===== config.mk =====
export PLATFORM = sky130hd
export DESIGN_NAME = sort5_engine
export DESIGN_NICKNAME = d
export VERILOG_FILES = /design/src/rtl/sort_pkg.sv /design/src/rtl/sort_cas.sv /design/src/rtl/sort5_engine.sv
export SDC_FILE = /design/constraint.sdc
export NUM_CORES = 1
export LEC_CHECK = 0
export ABC_AREA = 0
export ABC_CLOCK_PERIOD_IN_PS = 4700
export CORE_MARGIN = 3
export CORE_UTILIZATION = 59
export CTS_CLUSTER_SIZE = 12
export DETAILED_ROUTE_END_ITERATION = 16
export PLACE_DENSITY = 0.83
export SYNTH_ARGS = -nofsm -noshare
export SYNTH_HDL_FRONTEND = slang
export SYNTH_SLANG_ARGS = --single-unit
export TNS_END_PERCENT = 10

===== constraint.sdc =====
create_clock -name clk -period 4.7 [get_ports clk]
set_input_delay 1.175 -clock clk [delete_from_list [all_inputs] [get_ports clk]]
set_output_delay 1.175 -clock clk [all_outputs]
set_load 0.005 [all_outputs]

===== src/rtl/sort_pkg.sv =====
// sort_pkg: shared state encoding, default sizes and packed-slice helper for the sort engine
package sort_pkg;

    typedef enum logic [1:0] {
        IDLE = 2'd0,
        SORT = 2'd1,
        DONE = 2'd2
    } state_t;

    localparam int SORT_NUM_ELEM = 5;
    localparam int SORT_ELEM_W   = 4;

    // LSB position of element idx inside a packed vector of w-bit elements
    function automatic int elem_lsb(input int idx, input int w);
        return idx * w;
    endfunction

endpackage


===== src/rtl/sort_cas.sv =====
// sort_cas: combinational compare-swap of two unsigned values; equal values never swap
module sort_cas #(
    parameter int W         = 4,
    parameter bit ASCENDING = 1'b1
) (
    input  logic [W-1:0] a_i,
    input  logic [W-1:0] b_i,
    output logic [W-1:0] lo_o,
    output logic [W-1:0] hi_o
);

    logic swap;

    assign swap = ASCENDING ? (a_i > b_i) : (a_i < b_i);
    assign lo_o = swap ? b_i : a_i;
    assign hi_o = swap ? a_i : b_i;

endmodule


===== src/rtl/sort5_engine.sv =====
// sort5_engine: parallel-load odd-even transposition sorter, one pass per clock
module sort5_engine
    import sort_pkg::*;
#(
    parameter int NUM_ELEM  = SORT_NUM_ELEM,
    parameter int ELEM_W    = SORT_ELEM_W,
    parameter bit ASCENDING = 1'b1
) (
    input  logic                       clk,
    input  logic                       rst,
    input  logic                       iStart,
    input  logic [NUM_ELEM*ELEM_W-1:0] iData,
    output logic [NUM_ELEM*ELEM_W-1:0] oSorted,
    output logic                       oBusy,
    output logic                       oDone
);

    localparam int DW = NUM_ELEM * ELEM_W;
    localparam int CW = $clog2(NUM_ELEM + 1);

    state_t          state_q, state_d;
    logic [DW-1:0]   work_q, work_d;
    logic [DW-1:0]   sorted_q, sorted_d;
    logic [CW-1:0]   cnt_q, cnt_d;
    logic            busy_q, busy_d;
    logic            done_q, done_d;
    logic [DW-1:0]   even_res, odd_res, pass_res;

    // even layer: pairs (0,1),(2,3),...; a trailing odd element passes through
    for (genvar k = 0; k < NUM_ELEM / 2; k++) begin : g_even
        sort_cas #(.W(ELEM_W), .ASCENDING(ASCENDING)) u_cas (
            .a_i (work_q[elem_lsb(2*k, ELEM_W) +: ELEM_W]),
            .b_i (work_q[elem_lsb(2*k+1, ELEM_W) +: ELEM_W]),
            .lo_o(even_res[elem_lsb(2*k, ELEM_W) +: ELEM_W]),
            .hi_o(even_res[elem_lsb(2*k+1, ELEM_W) +: ELEM_W])
        );
    end
    if (NUM_ELEM % 2 == 1) begin : g_even_tail
        assign even_res[elem_lsb(NUM_ELEM-1, ELEM_W) +: ELEM_W] = work_q[elem_lsb(NUM_ELEM-1, ELEM_W) +: ELEM_W];
    end

    // odd layer: pairs (1,2),(3,4),...; element 0 and an even-count tail pass through
    for (genvar k = 0; k < (NUM_ELEM - 1) / 2; k++) begin : g_odd
        sort_cas #(.W(ELEM_W), .ASCENDING(ASCENDING)) u_cas (
            .a_i (work_q[elem_lsb(2*k+1, ELEM_W) +: ELEM_W]),
            .b_i (work_q[elem_lsb(2*k+2, ELEM_W) +: ELEM_W]),
            .lo_o(odd_res[elem_lsb(2*k+1, ELEM_W) +: ELEM_W]),
            .hi_o(odd_res[elem_lsb(2*k+2, ELEM_W) +: ELEM_W])
        );
    end
    assign odd_res[ELEM_W-1:0] = work_q[ELEM_W-1:0];
    if (NUM_ELEM % 2 == 0) begin : g_odd_tail
        assign odd_res[elem_lsb(NUM_ELEM-1, ELEM_W) +: ELEM_W] = work_q[elem_lsb(NUM_ELEM-1, ELEM_W) +: ELEM_W];
    end

    assign pass_res = cnt_q[0] ? odd_res : even_res;

    // next state: run passes while sorting, otherwise accept a start pulse
    always_comb begin
        state_d  = state_q;
        work_d   = work_q;
        sorted_d = sorted_q;
        cnt_d    = cnt_q;
        busy_d   = busy_q;
        done_d   = done_q;
        if (state_q == SORT) begin
            work_d = pass_res;
            cnt_d  = cnt_q + CW'(1);
            if (cnt_q == CW'(NUM_ELEM - 1)) begin
                sorted_d = pass_res;
                busy_d   = 1'b0;
                done_d   = 1'b1;
                state_d  = DONE;
            end
        end else if (iStart) begin
            work_d  = iData;
            cnt_d   = '0;
            busy_d  = 1'b1;
            done_d  = 1'b0;
            state_d = SORT;
        end
    end

    // state registers; reset aborts any sort in progress
    always_ff @(posedge clk or posedge rst) begin
        if (rst) begin
            state_q  <= IDLE;
            work_q   <= '0;
            sorted_q <= '0;
            cnt_q    <= '0;
            busy_q   <= 1'b0;
            done_q   <= 1'b0;
        end else begin
            state_q  <= state_d;
            work_q   <= work_d;
            sorted_q <= sorted_d;
            cnt_q    <= cnt_d;
            busy_q   <= busy_d;
            done_q   <= done_d;
        end
    end

    assign oSorted = sorted_q;
    assign oBusy   = busy_q;
    assign oDone   = done_q;

endmodule


==> flow_summary_export.csv, run 1 <==
group,metric,value,unit
die,die_y,79.0,um
logic_synthesis,async_flop_share,1.00,
sta,finalHoldViolCount,0,
clock_network,tritoncts,"yes",
clock_network,cts_setup_buffers,0,
outcome,outcome,"finished clean",
cells_and_area,final_common_cell,"dfrtp_1",
die,initial_utilization,0.636,
sta,finalSetupViolCount,0,
logic_synthesis,ys_types,48,
cells_and_area,fin_nets,430,
logic_synthesis,yosysSeqAreaShare,0.358,
cells_and_area,antenna_cells,0,
routing,drt_iter0_markers,281,
placement,portBuffers,44,
die,core,0.00494,mm^2
clock_network,cts-buffers-inserted,5,
clock_network,h-tree-depth,2,
cells_and_area,drive_above_1_share,0.0487,
clock_network,cts-resized-gates,0,
hold_path,hold_class,"register to register",
logic_synthesis,syn_inst,359,
placement,routabilityCongestion,0.880,
clock_network,postCtsHoldBufs,0,
clock_network,max-clock-path-buffers,2,
die,dieArea,0.00624,mm^2
setup_path,worstPathRequired,4870,ps
global_routing,antenna_found_initial,0,
routing,avgRoutedWirePerCell,18.5,um
setup_path,path_class,"register to register",
sta,fin_crit,2880,ps
setup_path,cp.arrival,3050,ps
pwr,peakVddDrop,0.596,mV
clock_network,cts_root_buf,"clkbuf_8",
sta,min_period_over_period,0.613,
logic_synthesis,synth_flop_cell,"dfrtp_1",
pwr,powerDensity,876,mW/mm^2
sta,slew_headroom,0.280,
logic_synthesis,synth_edf_count,0,
sta,drv_slew,0,
die,die_w,79.0,um
setup_path,cp_max_fo,37,
logic_synthesis,syn_area,0.00314,mm^2
routing,vias,3019,
pwr,p_leak,1.64,nW
cells_and_area,multi_input_area,0.00181,mm^2
routing,postRouteAntennaNets,0,
die,rows,25,
clock_network,clock_latency,300,ps
sta,fin_skew,7.45,ps
setup_path,worst-r2r-setup-slack,1820,ps
clock_network,clk_pin_slew_worst_paths,80,ps
logic_synthesis,ys_ff_latch,45,
routing,dr.pass1.iters,6,
routing,viasPerCell,6.61,
logic_synthesis,yosys_warnings,0,
routing,drc,0,
logic_synthesis,syn-num-nets,400,
setup_path,end_kind,"register",
cells_and_area,final_util,0.751,
run,maxCapViolCount,0,
global_routing,grt_pass1_vias,2918,
die,num_io_pins,45,
global_routing,grt_pass1_wl,14000,um
setup_path,start_kind,"register",
sta,tns,0,ps
clock_network,cts_sinks,45,
cells_and_area,register_area,0.00113,mm^2
cells_and_area,fill_cells,395,
global_routing,grt_max_degree,46,
routing,wl,8460,um
global_routing,grt-ovfl-total,0,
sta,rsz0062_at_grt,"no",
logic_synthesis,avgSynthCellArea,8.75,um^2
placement,dp_hpwl,5850,um
sta,worstMarginPinSlew,1080,ps
sta,clock.fmax,347,MHz
cells_and_area,final_cell_mix,"dfrtp_1 (45), clkdlybuf4s50_1 (44), nand2_1 (41), nor2_1 (30), inv_1 (24)",
cells_and_area,synthToLayoutAreaGrowth,18.1,%
global_routing,gr-usage-all-layers,0.282,
[power by group]
| group | internal [W] | switching [W] |
|---|---|---|
| clock | 0.000211 | 0.000140 |
| combinational | 0.000867 | 0.00117 |
| sequential | 0.000584 | 0.000277 |
[cells in the mapped netlist (4+ instances only)]
master | number | area [um^2]
clkbuf_1 | 16 | 60.1
a21oi_1 | 14 | 70.1
dfrtp_1 | 45 | 1130
o41ai_1 | 4 | 35.0
a21o_1 | 4 | 30.0
o22a_1 | 4 | 35.0
a311oi_1 | 5 | 43.8
a211oi_1 | 8 | 60.1
nor2_1 | 30 | 113
o21ai_1 | 4 | 20.0
buf_2 | 5 | 25.0
a2111oi_0 | 15 | 131
o21ai_0 | 20 | 100
o31ai_1 | 7 | 52.6
o21a_1 | 5 | 37.5
o221ai_1 | 4 | 35.0
a222oi_1 | 4 | 40.0
nand2_1 | 41 | 154
nor3_1 | 9 | 45.0
nor4_1 | 4 | 25.0
nor2b_1 | 4 | 25.0
o211a_1 | 7 | 70.1
ha_1 | 18 | 225
mux2i_1 | 13 | 130
inv_1 | 25 | 93.8
o22ai_1 | 11 | 68.8
[final timing paths]
check / start / to / depth (start not counted)
worst min-delay path: oSorted[0] / oSorted[0] / 2
worst max register to register: cnt_q[0] / oSorted[18] / 5
max in group asynchronous: rst / work_q[4] / 3
min in group asynchronous: rst / oSorted[17] / 3
worst max-delay path: cnt_q[0] / oSorted[18] / 5
worst min register to register: oSorted[0] / oSorted[0] / 2
[final cells by class]
cell class	count	share of cell area
Inverter	25	0.0253
Clock buffer	5	0.0185
Timing Repair Buffer	47	0.125
Tap cell	67	0.0226
Sequential cell	45	0.303
Clock inverter	3	0.0175
Multi-Input combinational cell	265	0.488
[metal layers]
layer  vias up  share of wire  track usage
met5         -              0            0
met2       154           0.45        0.444
met1      1422           0.45        0.394
met4         0          0.019       0.0842
li1       1421              -            -
met3        22          0.082       0.0544
[cells by family (layout without fill, tap and decap cells)]
| kind of cell | count (synthesis) | count (layout) | synth area share |
|---|---|---|---|
| DFF | 45 | 45 | 0.358 |
| adders and majority gates | 18 | 18 | 0.0717 |
| AOI/OAI and AO/OA | 134 | 134 | 0.318 |
| and+or+nand+nor | 99 | 99 | 0.141 |
| buffers and inverters | 49 | 80 | 0.0653 |
| muxes | 14 | 14 | 0.0450 |
[through the flow]
stage	total power, W	hold WS (ps)	worst slack, ps	instance area [um^2]	std cells
2_1_floorplan	0.00227	450	2470	3140	359
3_3_place_gp	0.00277	461	1680	3580	449
3_5_place_dp	0.00283	470	1600	3580	449
4_1_cts	0.00321	489	1880	3710	457
5_1_grt	0.00352	513	1580	3710	457
6_report	0.00325	483	1820	3710	457
[critical path: stages, from the launching register on]
cell and delay (ps):
dfrtp_1 1060, inv_1 490, ha_1 360, nand3_1 290, buf_4 370, o21ai_0 150
[sequential cells by signal, indices dropped and copies added, names as in the netlist]
| signal | flops |
|---|---|
| work_q | 20 |
| oSorted | 20 |
| cnt_q | 3 |
| state_q | 2 |
Power figures use the tool's default switching activity.
==> run 2, diff against run 1 <==
- ABC_CLOCK_PERIOD_IN_PS: 4700 -> 2900
- CORE_UTILIZATION: 59 -> 55
- PLACE_DENSITY: 0.83 -> 0.78
- clock period: 4.7 -> 2.9 ns (I/O delays scaled with it)
==> flow_summary_export.csv, run 2 (synthesized netlist as in run 1, its figures left out) <==
group,metric,value,unit
placement,portBuffers,44,
clock_network,cts-buffers-inserted,5,
pwr,peakVddDrop,0.688,mV
die,core,0.00530,mm^2
setup_path,cp_max_fo,10,
routing,drt_iter0_markers,398,
setup_path,end_kind,"register",
clock_network,cts-resized-gates,0,
setup_path,start_kind,"register",
clock_network,postCtsHoldBufs,0,
cells_and_area,antenna_cells,0,
die,rows,26,
setup_path,worstPathRequired,3080,ps
setup_path,crit_family,"compound AO/OA/AOI/OAI gates",
routing,viasPerCell,6.49,
global_routing,antenna_found_initial,0,
setup_path,r2r-start,"work_q[13]",
setup_path,path_class,"register to register",
sta,whs,487,ps
setup_path,crit_slowest_cell,"dfrtp_1",
sta,fin_skew,6.82,ps
setup_path,reg2reg_depth,7,
setup_path,worst-r2r-setup-slack,420,ps
sta,finalHoldViolCount,0,
global_routing,grt-ovfl-total,0,
sta,rsz0062_at_grt,"no",
sta,fin_crit,2480,ps
run,maxCapViolCount,0,
sta,tns,0,ps
sta,worstMarginPinSlew,975,ps
hold_path,hold_class,"register to register",
cells_and_area,synthToLayoutAreaGrowth,19.0,%
hold_path,min_to,"oSorted[3]",
setup_path,cp.arrival,2660,ps
clock_network,cts_root_buf,"clkbuf_8",
routing,drc,0,
global_routing,gr-usage-all-layers,0.273,
hold_path,worstHoldPathCells,2,
cells_and_area,drive_above_1_share,0.0631,
clock_network,clk_pin_slew_worst_paths,90,ps
cells_and_area,fin_nets,437,
hold_path,hp-start,"oSorted[3]",
global_routing,grt_pass1_vias,2794,
pwr,p_leak,1.66,nW
sta,drv_slew,0,
sta,finalSetupViolCount,0,
clock_network,max-clock-path-buffers,2,
die,dieArea,0.00666,mm^2
clock_network,h-tree-depth,2,
routing,postRouteAntennaNets,0,
global_routing,grt_max_degree,37,
setup_path,crit_buf_inv,1,
clock_network,tritoncts,"yes",
sta,min_period_over_period,0.854,
global_routing,grt_pass1_wl,14100,um
cells_and_area,final_cell_mix,"dfrtp_1 (45), clkdlybuf4s50_1 (44), nand2_1 (41), nor2_1 (30), inv_1 (24)",
setup_path,reg2reg_to,"oSorted[13]",
clock_network,cts_sinks,45,
die,die_w,81.6,um
clock_network,cts_setup_buffers,0,
die,num_io_pins,45,
setup_path,cp_slowest_stage_delay,570,ps
routing,vias,3024,
setup_path,path_cells,"inv_1, ha_1, nand2b_1, a21oi_1, mux2i_1, o221ai_1, o41ai_1",
clock_network,clock_latency,300,ps
routing,wl,8500,um
placement,dp_hpwl,6180,um
routing,dr.pass1.iters,7,
placement,routabilityCongestion,0.910,
sta,clock.fmax,404,MHz
sta,slew_headroom,0.346,
pwr,powerDensity,1400,mW/mm^2
cells_and_area,final_common_cell,"dfrtp_1",
outcome,outcome,"finished clean",
die,die_y,81.6,um
routing,avgRoutedWirePerCell,18.2,um
die,initial_utilization,0.592,
[run 2: final cells by class]
type / count / area (um^2)
multi-input combinational: 265 / 1810
fill: 420 / 1570
sequential: 45 / 1130
timing repair buffer: 54 / 515
inverter: 25 / 93.8
tap: 70 / 87.6
clock buffer: 5 / 68.8
clock inverter: 2 / 35.0
[run 2: worst max-delay path by stage]
stage / from / endpoint / slack, ps / depth (start not counted)
after global placement: work_q[13] / oSorted[12] / 510 / 7
final: work_q[13] / oSorted[13] / 420 / 7
after floorplan: work_q[13] / oSorted[14] / 720 / 8
after global routing: work_q[13] / oSorted[13] / 190 / 7
after detailed placement: work_q[13] / oSorted[12] / 480 / 7
after CTS: work_q[13] / oSorted[12] / 440 / 7
[run 2: where the power goes]
part / switching (W) / total (W) / internal [W] / leakage (nW)
sequential: 0.000327 / 0.00128 / 0.000950 / 0.523
clock: 0.000225 / 0.000476 / 0.000251 / 0.0540
combinational: 0.00203 / 0.00348 / 0.00145 / 1.08
total: 0.00258 / 0.00523 / 0.00265 / 1.66
[run 2: per-stage QoR]
| stage | utilization | setup WS (ps) | power, W | std cells | instance area [um^2] |
|---|---|---|---|---|---|
| after floorplan | - | 719 | 0.00367 | 359 | 3140 |
| after global placement | 0.685 | 507 | 0.00463 | 459 | 3630 |
| after detailed placement | 0.685 | 476 | 0.00468 | 459 | 3630 |
| after CTS | 0.705 | 442 | 0.00517 | 466 | 3740 |
| after global routing | 0.705 | 191 | 0.00568 | 466 | 3740 |
| final | 0.705 | 424 | 0.00523 | 466 | 3740 |
[run 2: tightest hold or removal path, stage by stage (launching register included)]
cell and delay [ps]:
dfrtp_1 350, nand2_1 50, o21ai_0 60
[run 2: per-layer routing]
layer	part of all wire	vias up	track usage
li1	-	1433	-
met4	0.021	0	0.0880
met1	0.45	1445	0.413
met3	0.092	18	0.0417
met5	0	-	0
met2	0.44	128	0.397
